### config.mk
export PLATFORM = sky130hd
export DESIGN_NAME = shared_timer_arbiter
export DESIGN_NICKNAME = d
export VERILOG_FILES = /design/src/rtl/shared_timer_arbiter_pkg.sv /design/src/rtl/timer_tick_prescaler.sv /design/src/rtl/shared_timer_arbiter.sv
export SDC_FILE = /design/constraint.sdc
export NUM_CORES = 1
export LEC_CHECK = 0
export CORE_MARGIN = 2
export CORE_UTILIZATION = 45
export DETAILED_ROUTE_END_ITERATION = 8
export PLACE_DENSITY = 0.73
export SETUP_SLACK_MARGIN = 0.02
export SYNTH_ARGS = -nofsm -noshare
export SYNTH_HDL_FRONTEND = slang
export SYNTH_HIERARCHICAL = 1
export SYNTH_SLANG_ARGS = --single-unit
### constraint.sdc
create_clock -name clk -period 3.5 [get_ports clk]
set_input_delay 0.7 -clock clk [delete_from_list [all_inputs] [get_ports clk]]
set_output_delay 0.7 -clock clk [all_outputs]
set_load 0.02 [all_outputs]
### src/rtl/shared_timer_arbiter_pkg.sv
// ---------------------------------------------------------------------------
// shared_timer_arbiter_pkg
//   Shared constants for the shared seconds timer and its mode-controller
//   clients: requester count, requester index assignments, the arbiter FSM
//   state encoding and the clean-mode countdown length.
//   No ports (package).
// ---------------------------------------------------------------------------
package shared_timer_arbiter_pkg;

    // Number of controllers sharing the timer and their fixed request slots.
    localparam int TIMER_N_REQ        = 4;
    localparam int REQ_CLEAN_EXIT     = 0;
    localparam int REQ_HURRICANE_EXIT = 1;
    localparam int REQ_SETTINGS_TO    = 2;
    localparam int REQ_REMIND         = 3;

    // Clean-mode countdown length in seconds.
    localparam int CLEAN_MODE_COUNTER_TIME = 30;

    // Arbiter FSM states, 2-bit encoding.
    typedef enum logic [1:0] {
        ST_IDLE = 2'd0,
        ST_LOAD = 2'd1,
        ST_RUN  = 2'd2,
        ST_DONE = 2'd3
    } state_e;

endpackage : shared_timer_arbiter_pkg

### src/rtl/timer_tick_prescaler.sv
// ---------------------------------------------------------------------------
// timer_tick_prescaler
//   Free-running 0..TICK_DIV-1 counter that raises tick for one cycle when it
//   reaches TICK_DIV-1. clear forces the count back to 0 so the first tick of
//   a countdown always lands a full TICK_DIV cycles after clear drops.
//   Ports:
//     clk    in   clock
//     rst    in   synchronous reset, active-high
//     clear  in   hold/restart the count at 0
//     tick   out  one-cycle pulse every TICK_DIV cycles while not cleared
// ---------------------------------------------------------------------------
module timer_tick_prescaler #(
    parameter int TICK_DIV = 100_000_000
) (
    input  logic clk,
    input  logic rst,
    input  logic clear,
    output logic tick
);

    localparam int PW = $clog2(TICK_DIV);

    logic [PW-1:0] cnt_q;
    logic [PW-1:0] cnt_d;

    assign tick  = (cnt_q == PW'(TICK_DIV - 1));
    assign cnt_d = (clear || tick) ? '0 : cnt_q + 1'b1;

    // NOTE: state registers use non-blocking assignments so every flop samples
    // values from before the edge, independent of block evaluation order.
    always_ff @(posedge clk) begin
        if (rst) begin
            cnt_q <= '0;
        end else begin
            cnt_q <= cnt_d;
        end
    end

endmodule : timer_tick_prescaler

### src/rtl/shared_timer_arbiter.sv
// ---------------------------------------------------------------------------
// shared_timer_arbiter
//   One down-counting seconds timer shared round-robin among N_REQ mode
//   controllers. The granted controller's load value is counted down once per
//   prescaler tick; it receives a one-cycle done pulse on expiry. Ownership is
//   non-preemptive; dropping req while running abandons the countdown.
//   Ports:
//     clk         in   clock
//     rst         in   synchronous reset, active-high (beats flush)
//     flush       in   mode-change abort, back to IDLE from any state
//     req         in   level requests, one per controller
//     load_value  in   flat bus, slice i = [i*CNT_WIDTH +: CNT_WIDTH]
//     grant       out  one-hot owner, 0 when idle
//     done        out  one-cycle expiry pulse to the owner
//     busy        out  high in LOAD, RUN and DONE
//     remain      out  current count, 0 when idle (SHARED_TIMER_REMAIN_EN only)
//   Build option: define SHARED_TIMER_REMAIN_EN to add the remain port.
// ---------------------------------------------------------------------------
`ifndef MAX_WIDTH
`define MAX_WIDTH 16
`endif

module shared_timer_arbiter
    import shared_timer_arbiter_pkg::*;
#(
    parameter int N_REQ     = TIMER_N_REQ,
    parameter int CNT_WIDTH = `MAX_WIDTH,
    parameter int TICK_DIV  = 100_000_000
) (
    input  logic                       clk,
    input  logic                       rst,
    input  logic                       flush,
    input  logic [N_REQ-1:0]           req,
    input  logic [N_REQ*CNT_WIDTH-1:0] load_value,
    output logic [N_REQ-1:0]           grant,
    output logic [N_REQ-1:0]           done,
    output logic                       busy
`ifdef SHARED_TIMER_REMAIN_EN
    ,
    output logic [CNT_WIDTH-1:0]       remain
`endif
);

    localparam int OW = (N_REQ > 1) ? $clog2(N_REQ) : 1;

    state_e               state_q, state_d;
    logic [OW-1:0]        owner_q, owner_d;
    logic [OW-1:0]        rr_ptr_q, rr_ptr_d;
    logic [N_REQ-1:0]     grant_q, grant_d;
    logic [CNT_WIDTH-1:0] count_q, count_d;

    logic                 tick;
    logic                 pre_clear;
    logic [OW-1:0]        pick;
    logic                 pick_valid;
    logic [OW-1:0]        next_ptr;
    int                   scan_idx;
    logic [OW-1:0]        scan_sel;
    logic [CNT_WIDTH-1:0] load_arr [N_REQ];

    for (genvar i = 0; i < N_REQ; i++) begin : g_unpack
        assign load_arr[i] = load_value[i*CNT_WIDTH +: CNT_WIDTH];
    end

    // The prescaler only runs in RUN, so each countdown starts from phase 0.
    assign pre_clear = flush || (state_q != ST_RUN);

    timer_tick_prescaler #(
        .TICK_DIV (TICK_DIV)
    ) u_prescaler (
        .clk   (clk),
        .rst   (rst),
        .clear (pre_clear),
        .tick  (tick)
    );

    // Round-robin pick: scan offsets from high to low so the lowest offset
    // from rr_ptr (the first set bit upward with wrap) is the one that sticks.
    always_comb begin
        pick       = '0;
        pick_valid = 1'b0;
        scan_idx   = 0;
        scan_sel   = '0;
        for (int k = N_REQ - 1; k >= 0; k--) begin
            scan_idx = (int'(rr_ptr_q) + k) % N_REQ;
            scan_sel = OW'(scan_idx);
            if (req[scan_sel]) begin
                pick       = scan_sel;
                pick_valid = 1'b1;
            end
        end
    end

    assign next_ptr = (int'(owner_q) == N_REQ - 1) ? '0 : owner_q + 1'b1;

    // NOTE: every combinational output gets a default first, so no path through
    // the case statement leaves a signal unassigned and infers a latch.
    always_comb begin
        state_d  = state_q;
        owner_d  = owner_q;
        rr_ptr_d = rr_ptr_q;
        grant_d  = grant_q;
        count_d  = count_q;

        unique case (state_q)
            ST_IDLE: begin
                if (pick_valid) begin
                    grant_d       = '0;
                    grant_d[pick] = 1'b1;
                    owner_d       = pick;
                    state_d       = ST_LOAD;
                end
            end
            ST_LOAD: begin
                count_d = load_arr[owner_q];
                state_d = ST_RUN;
            end
            ST_RUN: begin
                // Expiry is detected on count==0 inside RUN, so a zero load and
                // a normal expiry share the same path and the grant-to-done
                // latency is load*TICK_DIV + 2 for every load value.
                if (!req[owner_q]) begin
                    state_d  = ST_IDLE;
                    grant_d  = '0;
                    count_d  = '0;
                    rr_ptr_d = next_ptr;
                end else if (count_q == '0) begin
                    state_d = ST_DONE;
                end else if (tick) begin
                    count_d = count_q - 1'b1;
                end
            end
            ST_DONE: begin
                grant_d  = '0;
                rr_ptr_d = next_ptr;
                state_d  = ST_IDLE;
            end
            default: begin
                state_d = ST_IDLE;
                grant_d = '0;
                count_d = '0;
            end
        endcase

        // Abort keeps the round-robin position so the interrupted owner is
        // not skipped.
        if (flush) begin
            state_d  = ST_IDLE;
            grant_d  = '0;
            count_d  = '0;
            rr_ptr_d = rr_ptr_q;
        end
    end

    always_ff @(posedge clk) begin
        if (rst) begin
            state_q  <= ST_IDLE;
            owner_q  <= '0;
            rr_ptr_q <= '0;
            grant_q  <= '0;
            count_q  <= '0;
        end else begin
            state_q  <= state_d;
            owner_q  <= owner_d;
            rr_ptr_q <= rr_ptr_d;
            grant_q  <= grant_d;
            count_q  <= count_d;
        end
    end

    assign grant = grant_q;
    assign done  = (state_q == ST_DONE) ? grant_q : '0;
    assign busy  = (state_q != ST_IDLE);

`ifdef SHARED_TIMER_REMAIN_EN
    assign remain = count_q;
`endif

endmodule : shared_timer_arbiter
## After elaboration in Yosys (flattened, before gate mapping)

Cells that the tools add are included.

- Register bits after elaboration: 53
- Bits in latches: 0
- Bits in writable memories: 0
- Bits in read-only memories: 0
- Input bits: 71
- Output and inout port bits: 9
- Logic and storage cells: 87
- Memories: 0

- $add $sub $neg: 6
- Multiply operators: 0
- Div/mod/pow operators: 0
- $lt $le $gt $ge: 8
- Equal/unequal tests: 11
- Shift-type cells: 0
- Muxes and demuxes: 38
- Bitwise gates (word level): 2
- Reduce and logical (&&, ||, !) cells: 16

Operators by type and width:

| cell | number |
|---|---|
| $mux W16 | 5 |
| $bmux W16 S2 | 1 |
| $pmux W16 S2 | 1 |
| $add A27 B1 Y27 const B | 1 |
| $eq A27 B27 Y1 const B | 1 |
| $lt A2 B3 Y1 const B | 6 |
| $mux W2 | 9 |
| $logic_not A16 Y1 | 1 |
| $sub A16 B1 Y16 const B | 1 |
| $mux W4 | 3 |
| $pmux W4 S3 | 1 |
| $bmux W1 S2 | 5 |
| $mux W1 | 10 |
| $reduce_and A3 Y1 | 3 |
| $pmux W2 S4 | 1 |
| $ne A2 B2 Y1 const B | 3 |
| $ne A3 B3 Y1 const B | 2 |
| $reduce_bool A2 Y1 | 3 |
| $add A2 B1 Y2 const B | 2 |
| $add A2 B2 Y2 const B | 2 |
| $eq A2 B1 Y1 const B | 2 |
| $eq A2 B2 Y1 const B | 2 |
| $pmux W2 S2 | 1 |
| $reduce_and A2 Y1 | 2 |
| 11 further kinds | 13 |

## Longest topological paths before layout

- Word-level depth: 13
- Gate-level depth with buffers: 11

## Modules after synthesis

The synthesis kept the hierarchy.

Modules (own cells, without submodules):

| module | times used | cells an instance | area each (um^2) |
|---|---|---|---|
| shared_timer_arbiter | 1 | 214 | 1975.6 |
| timer_tick_prescaler | 1 | 157 | 1410.1 |

## Worst setup path before layout

No wires, ideal clock.

- Path type: flip-flop to flip-flop
- Start: reg u_prescaler.cnt_q[0]
- End: reg count_q[9]
- Setup time: 0.117 ns
- Arrival: 2.760 ns
- Required time: 3.383 ns
- Slack: 0.623 ns
- Stages on the path, launching flop included: 11
- Path buffers: 2
- Period minus slack after synthesis: 2.877 ns
- Path through: dfxtp_1 > ha_1 > and3_1 > buf_2 > nand2_4 > nor4_4 > buf_6 > nand2_1 > a21o_1 > or4_2 > a32o_1

- Word-level cells in the longest chain between the ends: 3

RTL lines:

| item | RTL line | text |
|---|---|---|
| from (decl) | timer_tick_prescaler.sv:23 | `logic [PW-1:0] cnt_q;` |
| from (signal assigned) | timer_tick_prescaler.sv:35 | `cnt_q <= cnt_d;` |
| $eq A27 B27 Y1 | timer_tick_prescaler.sv:26 | `assign tick = (cnt_q == PW'(TICK_DIV - 1));` |
| via tick | shared_timer_arbiter.sv:52 | `logic tick;` |
| $ne A3 B2 Y1 (no line) | -- |  |
| $reduce_and A3 Y1 (no line) | -- |  |
| to (signal assigned) | shared_timer_arbiter.sv:167 | `count_q <= count_d;` |
| to (decl) | shared_timer_arbiter.sv:50 | `logic [CNT_WIDTH-1:0] count_q, count_d;` |

The timed path passes the listed nets, and every way through them passes these cells.
A chain may end at the register's enable or synchronous reset.

## Final worst setup path

Ends and elaborated chain as after synthesis.

==> key figures <==
Run status
  – Outcome: finished, final reports clean

Floorplanning
  – Rows: 31
  – I/O pins: 80
  – Core Region: 7250 sq um
  – Die X: 90.7 um
  – Initial core utilization: 46.7%
  – Die Area: 8230 sq um
  – Die Height: 90.7 um

Setup path
  – Crit Path Class: flop to flop
  – Delay-heaviest family, CP: simple AND/OR/NAND/NOR gates
  – Critical Path Source Type: flop
  – Slowest Stage Delay on Critical Path: 0.65 ns
  – Crit path max fanout: 16
  – CP endpoint kind: flop
  – Crit-path cells: ha_1 -> and3_1 -> nand2_4 -> nor4_4 -> nand2_1 -> a21o_1 -> or4_2 -> a32o_1
  – Crit-path slowest cell: or4_2
  – Buf/Inv on CP: 0
  – Worst EP arrival: 3.20 ns
  – Data required, critical path: 3.71 ns

Global routing
  – Grt ovf: 0
  – First-pass GRT wire length: 15,400 um
  – Vias in the first global route: 3,120
  – Antenna violations before repair: 0
  – Pin count of the biggest net entering global routing: 28
  – GRT Util Overall: 22.6%

Clocking
  – H-tree levels: 2
  – CTS Buffer Depth: 2
  – Clock slew at reported path FFs: 0.10 ns
  – Clock sink count: 53
  – Total CTS buffers: 5
  – Clock root cell: clkbuf_8
  – Post-CTS Resized: 0
  – Clock latency on the worst-skew pair: 0.31 ns
  – Setup Fix Bufs, Post-CTS: 0
  – CTS tree: done
  – CTS Hold Bufs: 0

Synth
  – Post-synth EDFFs: 0
  – Syn Inst Count: 371
  – Yosys top cell area share: 31.3%
  – Top post-synthesis cells by count: 53 x dfxtp_1, 37 x nand2_1, 22 x nor2_1
  – Synth cell types: 63
  – Most common cell in the netlist: dfxtp_1
  – Cell taking the most area after synthesis: dfxtp_1
  – Register area share after synthesis: 31.3%
  – Seq cells post-synth: 53
  – Largest cells by area after synthesis: dfxtp_1 31%, mux4_2 11%, nand2_1 4.1%
  – Syn Nets: 449
  – Ys Warns: 6
  – Post-synth top flop: dfxtp_1
  – Synthesized cell area: 3390 sq um
  – Ys async rst share: 0%
  – Avg Cell Area, Syn: 9.13 sq um

STA
  – Final Max Slew Viols: 0
  – Hold slack: 0.507 ns
  – Fin crit share: 85.5%
  – Final hold vios: 0
  – Relative slew margins: 44.9%
  – Time the worst path needs with I/O delays and setup: 2.99 ns
  – Fin Clk Skew: 0.00776 ns
  – Setup TNS: 0 ns
  – Worst slew pin tran: 0.827 ns
  – Setup Viol. Count Final: 0
  – Fmax: 334 MHz
  – RSZ-0062 raised after global routing: no

Placed design
  – Buffers on Ports: 79
  – GP Congestion: 0.893
  – DP Area: 4210 sq um
  – Detail Placement HPWL: 7010 um
  – DP Cell Count: 534

Detailed routing
  – Drt wl/cell: 16.9 um
  – Drt total wl: 9160 um
  – Via Count: 3,244
  – DRC errors left: 0
  – Drt first pass iters: 5
  – ANT nets after route: 0
  – Initial DRC count: 320
  – Via/cell ratio: 5.99

Cells and area
  – Diode count: 0
  – Non-filler instance count after layout: 542
  – Layout net count: 520
  – Ratio of cells with drive above 1 in the final layout: 10.8%
  – Design area: 4330 sq um
  – Synth-to-layout area growth: 27.9%

Run
  – Max Cap Viol: 0

Hold path
  – Hold Crit Class: flop to flop

Pwr
  – Total power divided by cell area: 308 nW/um^2
  – Worst vdd ir: 0.215 mV
  – LEAKAGE: 0.00143 uW
## logic make-up (layout without fill, tap and decap cells)
| group | count (synthesis) | after routing | share of synthesized area (%) |
|---|---|---|---|
| multiplexers | 22 | 22 | 12.8 |
| XOR/XNOR | 10 | 10 | 2.59 |
| flip-flops | 53 | 53 | 31.3 |
| AO/OA/AOI/OAI | 87 | 87 | 18.7 |
| buffers and inverters | 30 | 102 | 4.55 |
| AND/OR/NAND/NOR | 162 | 162 | 27.5 |
| adder cells (fa/ha/maj) | 7 | 7 | 2.59 |
## area by class of cell
class                      instances  area (sq um)
sequential                        53          1060
fill                             650          2920
inverter                          12          45.0
clock inverter                     1          30.0
timing repair buffer              82           813
clock buffer                       7          86.3
multi-input combinational        288          2170
tap                               99           124
## metrics by stage
stage | total power, uW | util (%) | setup WS [ns]
2_1_floorplan | 787 | - | 0.623
3_3_place_gp | 909 | 58.1 | 0.508
3_5_place_dp | 910 | 58.1 | 0.433
4_1_cts | 1340 | 59.7 | 0.507
5_1_grt | 1390 | 59.7 | 0.366
6_report | 1330 | 59.7 | 0.508
## layer usage
metal  up-vias  share of wire, %  track usage (%)
met5         -                 0                0
met4         0              0.72             3.85
met3         7               6.1             4.17
met2       102                47             35.6
met1      1552                46             32.7
li1       1583                 -                -
## cell usage in the layout, fill, tap and decap left out, types with 2 or more instances in the layout
cell type,Yosys,final
and3_1,5,5
nor4b_1,2,2
nor2_1,22,22
nor3_1,13,13
nand2b_1,3,3
and2_1,5,5
or3_2,2,2
clkbuf_8,1,6
xor2_1,7,7
clkdlybuf4s50_1,0,79
inv_1,12,12
or2_2,4,4
o31ai_1,10,10
a21o_1,2,2
buf_4,3,3
and4_1,3,3
a31oi_1,8,8
nand4_1,6,6
nor3b_1,3,3
a21oi_1,11,11
a32oi_1,2,2
o311ai_0,3,3
ha_1,7,7
nand3_1,21,21
or4_4,2,2
o211ai_1,3,3
a211oi_1,12,12
nor4_1,3,3
mux4_2,17,17
a32o_1,9,9
xnor2_1,3,3
dfxtp_1,53,53
o41ai_1,2,2
or3_1,9,9
o21ai_0,15,15
mux2i_1,5,5
or4_1,10,10
nand2_1,37,37
## where the power goes
part	leakage [uW]	switching [uW]	internal [uW]
clock	0.0000585	202	234
combinational	0.000948	120	154
sequential	0.000428	11.1	614
total	0.00143	333	1000
## worst register-to-register path: stages, from the launching register on
cell     delay [ns]
dfxtp_1        0.39
ha_1           0.22
and3_1         0.32
nand2_4        0.17
nor4_4         0.35
nand2_1        0.19
a21o_1         0.32
or4_2          0.65
a32o_1         0.27
## path summary, 6_finish.rpt
check	from	endpoint	slack (ns)	cells after the start
setup / recovery	u_prescaler/cnt_q[0]$_SDFF_PP0_	count_q[9]$_SDFFE_PP0P_	0.51	8
hold / removal	grant[0]$_SDFFE_PP0P_	grant[0]$_SDFFE_PP0P_	0.51	2
setup reg to reg	u_prescaler/cnt_q[0]$_SDFF_PP0_	count_q[9]$_SDFFE_PP0P_	0.51	8
hold reg to reg	grant[0]$_SDFFE_PP0P_	grant[0]$_SDFFE_PP0P_	0.51	2
## state kept, by name (all words and copies together) (netlist names)
name	count
u_prescaler/cnt_q	27
count_q	16
grant	4
owner_q	2
state_q	2
rr_ptr_q	2
(Power assumes the default switching activity.)
==> edit 1, RTL diff (same flow settings) <==
The macro `MAX_WIDTH` goes from 16 to 14.
--- a/src/rtl/shared_timer_arbiter.sv
+++ b/src/rtl/shared_timer_arbiter.sv
@@ -17,7 +17,7 @@
 //   Build option: define SHARED_TIMER_REMAIN_EN to add the remain port.
 // ---------------------------------------------------------------------------
 `ifndef MAX_WIDTH
-`define MAX_WIDTH 16
+`define MAX_WIDTH 14
 `endif
 
 module shared_timer_arbiter
Interface: changed (resized load_value); port bits go from 80 to 72. The function was not compared with the original's and may differ.
==> edit 1 against the unedited design <==
  * Die area rose by 1.4%
  * Worst setup slack improved by 330 ps
  * Sequential power fell by 3.4%
  * Design area is 2.2% lower
  * Power shrank 6.6%
  * Clock skew grew 1.8 ps
  * Routed wire length fell by 2.0%
  * Sequential cell count is 2 lower
  * Area after synthesis is 1.4% higher
  * Critical endpoint is now grant[0]
==> edit 1: results (changes against the unedited design) <==
\begin{tabular}{lr}
\hline
Metric & Value \\
\hline
\multicolumn{2}{l}{\textbf{Placement}} \\
Port-buffer cells & 71 (-10\%) \\
Hpwl dp & 6464 µm (-7.8\%) \\
Weighted congestion reported at the end of routability-driven placement & 0.9318 (+4.3\%) \\
\multicolumn{2}{l}{\textbf{Power}} \\
Leak Pwr & 1.416 nW (-1.3\%) \\
Maximum VDD drop & 0.0001813 V (-16\%) \\
\multicolumn{2}{l}{\textbf{Final layout}} \\
Register ranked first by flip-flop count & u\_prescaler/cnt\_q \\
Max FFs per register & 27 (unchanged) \\
Fill cell instance count of the final layout & 663 (+2.0\%) \\
Fraction of layout cells with a size suffix above 1 & 9.862\% (-0.97 points) \\
Net count of the finished layout & 506 (-2.7\%) \\
\multicolumn{2}{l}{\textbf{Clocking}} \\
Later-pin clock latency in the skew report & 310 ps (about the same) \\
Clock Path Buffers & 2 (unchanged) \\
Post-cts repair resize count & 0 (unchanged) \\
\multicolumn{2}{l}{\textbf{Yosys}} \\
Mux cell area share after synthesis & 10.71\% (-2.1 points) \\
Synth Warn \# & 6 (unchanged) \\
XOR/XNOR Fraction of Synth Area & 2.550\% (-0.037 points) \\
Proportion of synthesized flip-flops having asynchronous set or reset & 0\% (unchanged) \\
Register area share after synthesis & 29.73\% (-1.6 points) \\
Top cells by count, synth & sky130\_fd\_sc\_hd\_\_dfxtp\_1, sky130\_fd\_sc\_hd\_\_nand2\_1, sky130\_fd\_sc\_hd\_\_nor2\_1 \\
Compound-cell area share of the yosys netlist & 21.06\% (+2.4 points) \\
Synth cell types & 69 (+9.5\%) \\
Top post-synthesis cells by area & sky130\_fd\_sc\_hd\_\_dfxtp\_1, sky130\_fd\_sc\_hd\_\_mux4\_2, sky130\_fd\_sc\_hd\_\_nand2\_1 \\
Mapped Nets & 451 (+0.45\%) \\
Post-Synth Adder-Cell Area & 2.550\% (-0.037 points) \\
\multicolumn{2}{l}{\textbf{Global route}} \\
Combined global-route utilization of all metal layers & 21.63\% (-0.96 points) \\
Wire length of the first global-routing pass & 14,890 µm (-3.6\%) \\
Via count of the first global-routing pass & 3,132 (+0.38\%) \\
Number of antenna violations at the first check in global routing & 0 (unchanged) \\
\multicolumn{2}{l}{\textbf{Critical path}} \\
Crit Path Max Fanout & 16 (unchanged) \\
Master of the slowest instance on the critical path & sky130\_fd\_sc\_hd\_\_mux4\_2 \\
Largest stage delay on the critical path & 690 ps (+40 ps) \\
Top Family by Delay on Critical Path & compound AO/OA/AOI/OAI gates \\
\multicolumn{2}{l}{\textbf{Detailed routing}} \\
Vias per inst & 6.189 (+3.4\%) \\
Average wire length per cell after detail routing & 16.77 µm (-0.73\%) \\
First-iteration detailed-routing DRC count & 238 (-26\%) \\
\multicolumn{2}{l}{\textbf{Timing}} \\
Relative slew margins & 47.98\% (+3.1 points) \\
Setup clock skew after layout & 9.589 ps (+1.830 ps) \\
\multicolumn{2}{l}{\textbf{Status}} \\
Outcome & finished clean \\
\hline
\end{tabular}
-- edit 1: worst paths after layout --
kind | start | endpoint | slack, ps | cells after the start
worst max-delay path | req[3] | grant[0] | 840 | 4
worst min-delay path | count_q[12] | count_q[12] | 490 | 2
worst max register to register | count_q[0] | count_q[4] | 920 | 6
worst min register to register | count_q[12] | count_q[12] | 490 | 2
-- edit 1: layout make-up --
class	count	area, µm²	share of cell area, %
clock inverters	1	5.005	0.1182
well taps	99	123.9	2.926
flip-flops and latches	51	1021	24.11
inverters	9	33.78	0.7979
repair buffers	76	748.2	17.67
multi-input cells	293	2220	52.42
clock buffers	6	82.58	1.950
-- edit 1: through the flow --
step                worst slack [ps]  util (%)  instances  area [µm²]
detailed placement             539.5     56.56        528        4146
finish                         841.6     57.76        535        4234
CTS                            864.1     57.76        535        4234
global placement               640.6     56.56        528        4146
floorplan                      977.2         -        381        3435
global route                   735.5     57.76        535        4234
-- edit 1: worst reg2reg max path, stage by stage (launching register included) --
cell                      delay, ps
sky130_fd_sc_hd__dfxtp_1        350
sky130_fd_sc_hd__inv_1           90
sky130_fd_sc_hd__ha_1           220
sky130_fd_sc_hd__or4b_1         640
sky130_fd_sc_hd__o41a_1         520
sky130_fd_sc_hd__nor2_2         470
sky130_fd_sc_hd__o32ai_1        170
-- edit 1: logic make-up (layout without fill, tap and decap cells) --
logic type,Yosys count,after routing
AOI/OAI and AO/OA,96,96
xor gates and xnor gates,10,10
adders and majority gates,7,7
buffers and inverters,37,92
DFF,51,51
muxes,18,18
and+or+nand+nor,162,162
-- edit 1: per-layer routing --
layer / part of all wire [%] / global-route usage [%] / up-vias / wire length [µm]
li1: - / - / 1606 / -
met1: 43 / 27.23 / 1571 / 3883
met2: 49 / 37.65 / 124 / 4432
met3: 6.3 / 5.062 / 10 / 569
met4: 0.97 / 4.672 / 0 / 87
met5: 0 / 0 / - / 0
-- edit 1: report_power, final --
group	internal [mW]	switching, mW	leakage [nW]
sequential	0.591	0.0131	0.412
clock	0.156	0.195	0.0470
combinational	0.158	0.134	0.957
total	0.904	0.342	1.42
==> edit 2, RTL diff (config.mk and constraints unchanged) <==
Without the edit above. Make the reset (`rst`) asynchronous in 2 clocked blocks. Comments in the files are not updated.
--- a/src/rtl/timer_tick_prescaler.sv
+++ b/src/rtl/timer_tick_prescaler.sv
@@ -28,7 +28,7 @@
 
     // NOTE: state registers use non-blocking assignments so every flop samples
     // values from before the edge, independent of block evaluation order.
-    always_ff @(posedge clk) begin
+    always_ff @(posedge clk or posedge rst) begin
         if (rst) begin
             cnt_q <= '0;
         end else begin
--- a/src/rtl/shared_timer_arbiter.sv
+++ b/src/rtl/shared_timer_arbiter.sv
@@ -152,7 +152,7 @@
         end
     end
 
-    always_ff @(posedge clk) begin
+    always_ff @(posedge clk or posedge rst) begin
         if (rst) begin
             state_q  <= ST_IDLE;
             owner_q  <= '0;
Behaviour: differs if rst is asserted again (counterexample within 4 cycles, from zero or initial values and one cycle with rst high); with rst held inactive, the same outputs for 4 cycles.
==> edit 2 against the unedited design <==
  * Design area increased by 5.5%
  * Synthesized cell count decreased by 0.27%
  * Sequential share of layout area increased by 4.5 points
  * Area after synthesis increased by 8.1%
  * Worst setup slack improved by 110 ps
  * Routed wire length increased by 2.4%
  * Sequential cell count unchanged
Power is not compared: it rests on default switching activity, and its combinational part moved more than twofold at a synthesized area within 25%.
==> edit 2: results (changes against the unedited design) <==
\begin{tabular}{lr}
\hline
Metric & Value \\
\hline
\multicolumn{2}{l}{\textbf{Status}} \\
Outcome & finished clean \\
\multicolumn{2}{l}{\textbf{Detailed routing}} \\
Wirelength, routed & 9372 µm (+2.4\%) \\
First-iteration detailed-routing DRC count & 169 (-47\%) \\
Routed length on met1 & 4113 µm (-2.0\%) \\
Via Count & 3,314 (+2.2\%) \\
Routed length on met2 & 4420 µm (+2.0\%) \\
\multicolumn{2}{l}{\textbf{Timing}} \\
Hold Slack & 515.6 ps (+8.667 ps) \\
Relative slew margins & 28.76\% (-16 points) \\
Crit path setup slack, layout & 618.2 ps (+110.7 ps) \\
Setup clock skew after layout & 4.588 ps (-3.172 ps) \\
\multicolumn{2}{l}{\textbf{Final layout}} \\
Fraction of layout cells with a size suffix above 1 & 9.977\% (-0.86 points) \\
Fill cell instance count of the final layout & 667 (+2.6\%) \\
\multicolumn{2}{l}{\textbf{Worst hold path}} \\
Number of cells traversed by the worst hold path & 1 (-1) \\
Worst min-delay path endpoint & u\_prescaler/cnt\_q[0] \\
\multicolumn{2}{l}{\textbf{Yosys}} \\
Gate Count Post-Synth & 370 (-0.27\%) \\
Predominant post-synthesis flop cell & sky130\_fd\_sc\_hd\_\_dfrtp\_1 \\
Synth cell types & 62 (-1.6\%) \\
Top post-synthesis cells by area & sky130\_fd\_sc\_hd\_\_dfrtp\_1, sky130\_fd\_sc\_hd\_\_mux4\_2, sky130\_fd\_sc\_hd\_\_mux4\_1 \\
Top cells by count, synth & sky130\_fd\_sc\_hd\_\_dfrtp\_1, sky130\_fd\_sc\_hd\_\_nand2\_1, sky130\_fd\_sc\_hd\_\_nor2\_1 \\
Register area share after synthesis & 36.25\% (+4.9 points) \\
\multicolumn{2}{l}{\textbf{Critical path}} \\
Crit Path Max Fanout & 10 (-6) \\
Cell count of the worst reg-to-reg path & 7 (-1) \\
Worst setup path end & count\_q[13] \\
Worst R2R Start & u\_prescaler/cnt\_q[0] \\
CP Data Arrival Time & 3090 ps (-110 ps) \\
\multicolumn{2}{l}{\textbf{Global route}} \\
Met1 routing resource usage after global routing & 30.44\% (-2.2 points) \\
Met3 layer usage reported by global route & 4.976\% (+0.80 points) \\
Wire length of the first global-routing pass & 15,880 µm (+2.9\%) \\
Via count of the first global-routing pass & 3,350 (+7.4\%) \\
Met2 track demand over resource in global routing & 35.06\% (-0.57 points) \\
\multicolumn{2}{l}{\textbf{Power}} \\
Total power & 2.290 mW \\
\multicolumn{2}{l}{\textbf{Placement}} \\
Worst slack at placement & 581.7 ps (+149.0 ps) \\
Weighted congestion reported at the end of routability-driven placement & 0.8972 (+0.44\%) \\
\hline
\end{tabular}
[edit 2: cell count changes in the layout (fill, tap and decap cells not counted), moves of 9 or more]
cell / unedited run / this run
sky130_fd_sc_hd__o22ai_1: 0 / 9
sky130_fd_sc_hd__dfxtp_1: 53 / 0
sky130_fd_sc_hd__a211oi_1: 12 / 0
sky130_fd_sc_hd__a22o_1: 0 / 14
sky130_fd_sc_hd__o31ai_1: 10 / 19
sky130_fd_sc_hd__a21oi_1: 11 / 21
sky130_fd_sc_hd__dfrtp_1: 0 / 53
[edit 2: final cells by class]
| type | instances | area (µm²) | share of cell area, % |
|---|---|---|---|
| multi-input cells | 284 | 2160 | 47.27 |
| flip-flops and latches | 53 | 1326 | 29.03 |
| repair buffers | 83 | 820.8 | 17.97 |
| well taps | 102 | 127.6 | 2.794 |
| clock buffers | 6 | 72.57 | 1.589 |
| inverters | 14 | 52.55 | 1.150 |
| clock inverters | 1 | 8.758 | 0.1917 |
[edit 2: worst max-delay path, stage by stage, from the launching register on]
cell,delay [ps]
sky130_fd_sc_hd__dfrtp_1,420
sky130_fd_sc_hd__ha_1,260
sky130_fd_sc_hd__nand2_1,130
sky130_fd_sc_hd__or3_1,400
sky130_fd_sc_hd__nor4_1,640
sky130_fd_sc_hd__a31o_1,510
sky130_fd_sc_hd__o22ai_1,170
sky130_fd_sc_hd__a22o_1,250
[edit 2: logic make-up after synthesis]
family | Yosys count | synth area share, %
adders and majority gates | 3 | 1.026
and+or+nand+nor | 157 | 25.03
buffers and inverters | 33 | 4.719
DFF | 53 | 36.25
xor gates and xnor gates | 12 | 2.873
muxes | 21 | 12.38
AOI/OAI and AO/OA | 91 | 17.72
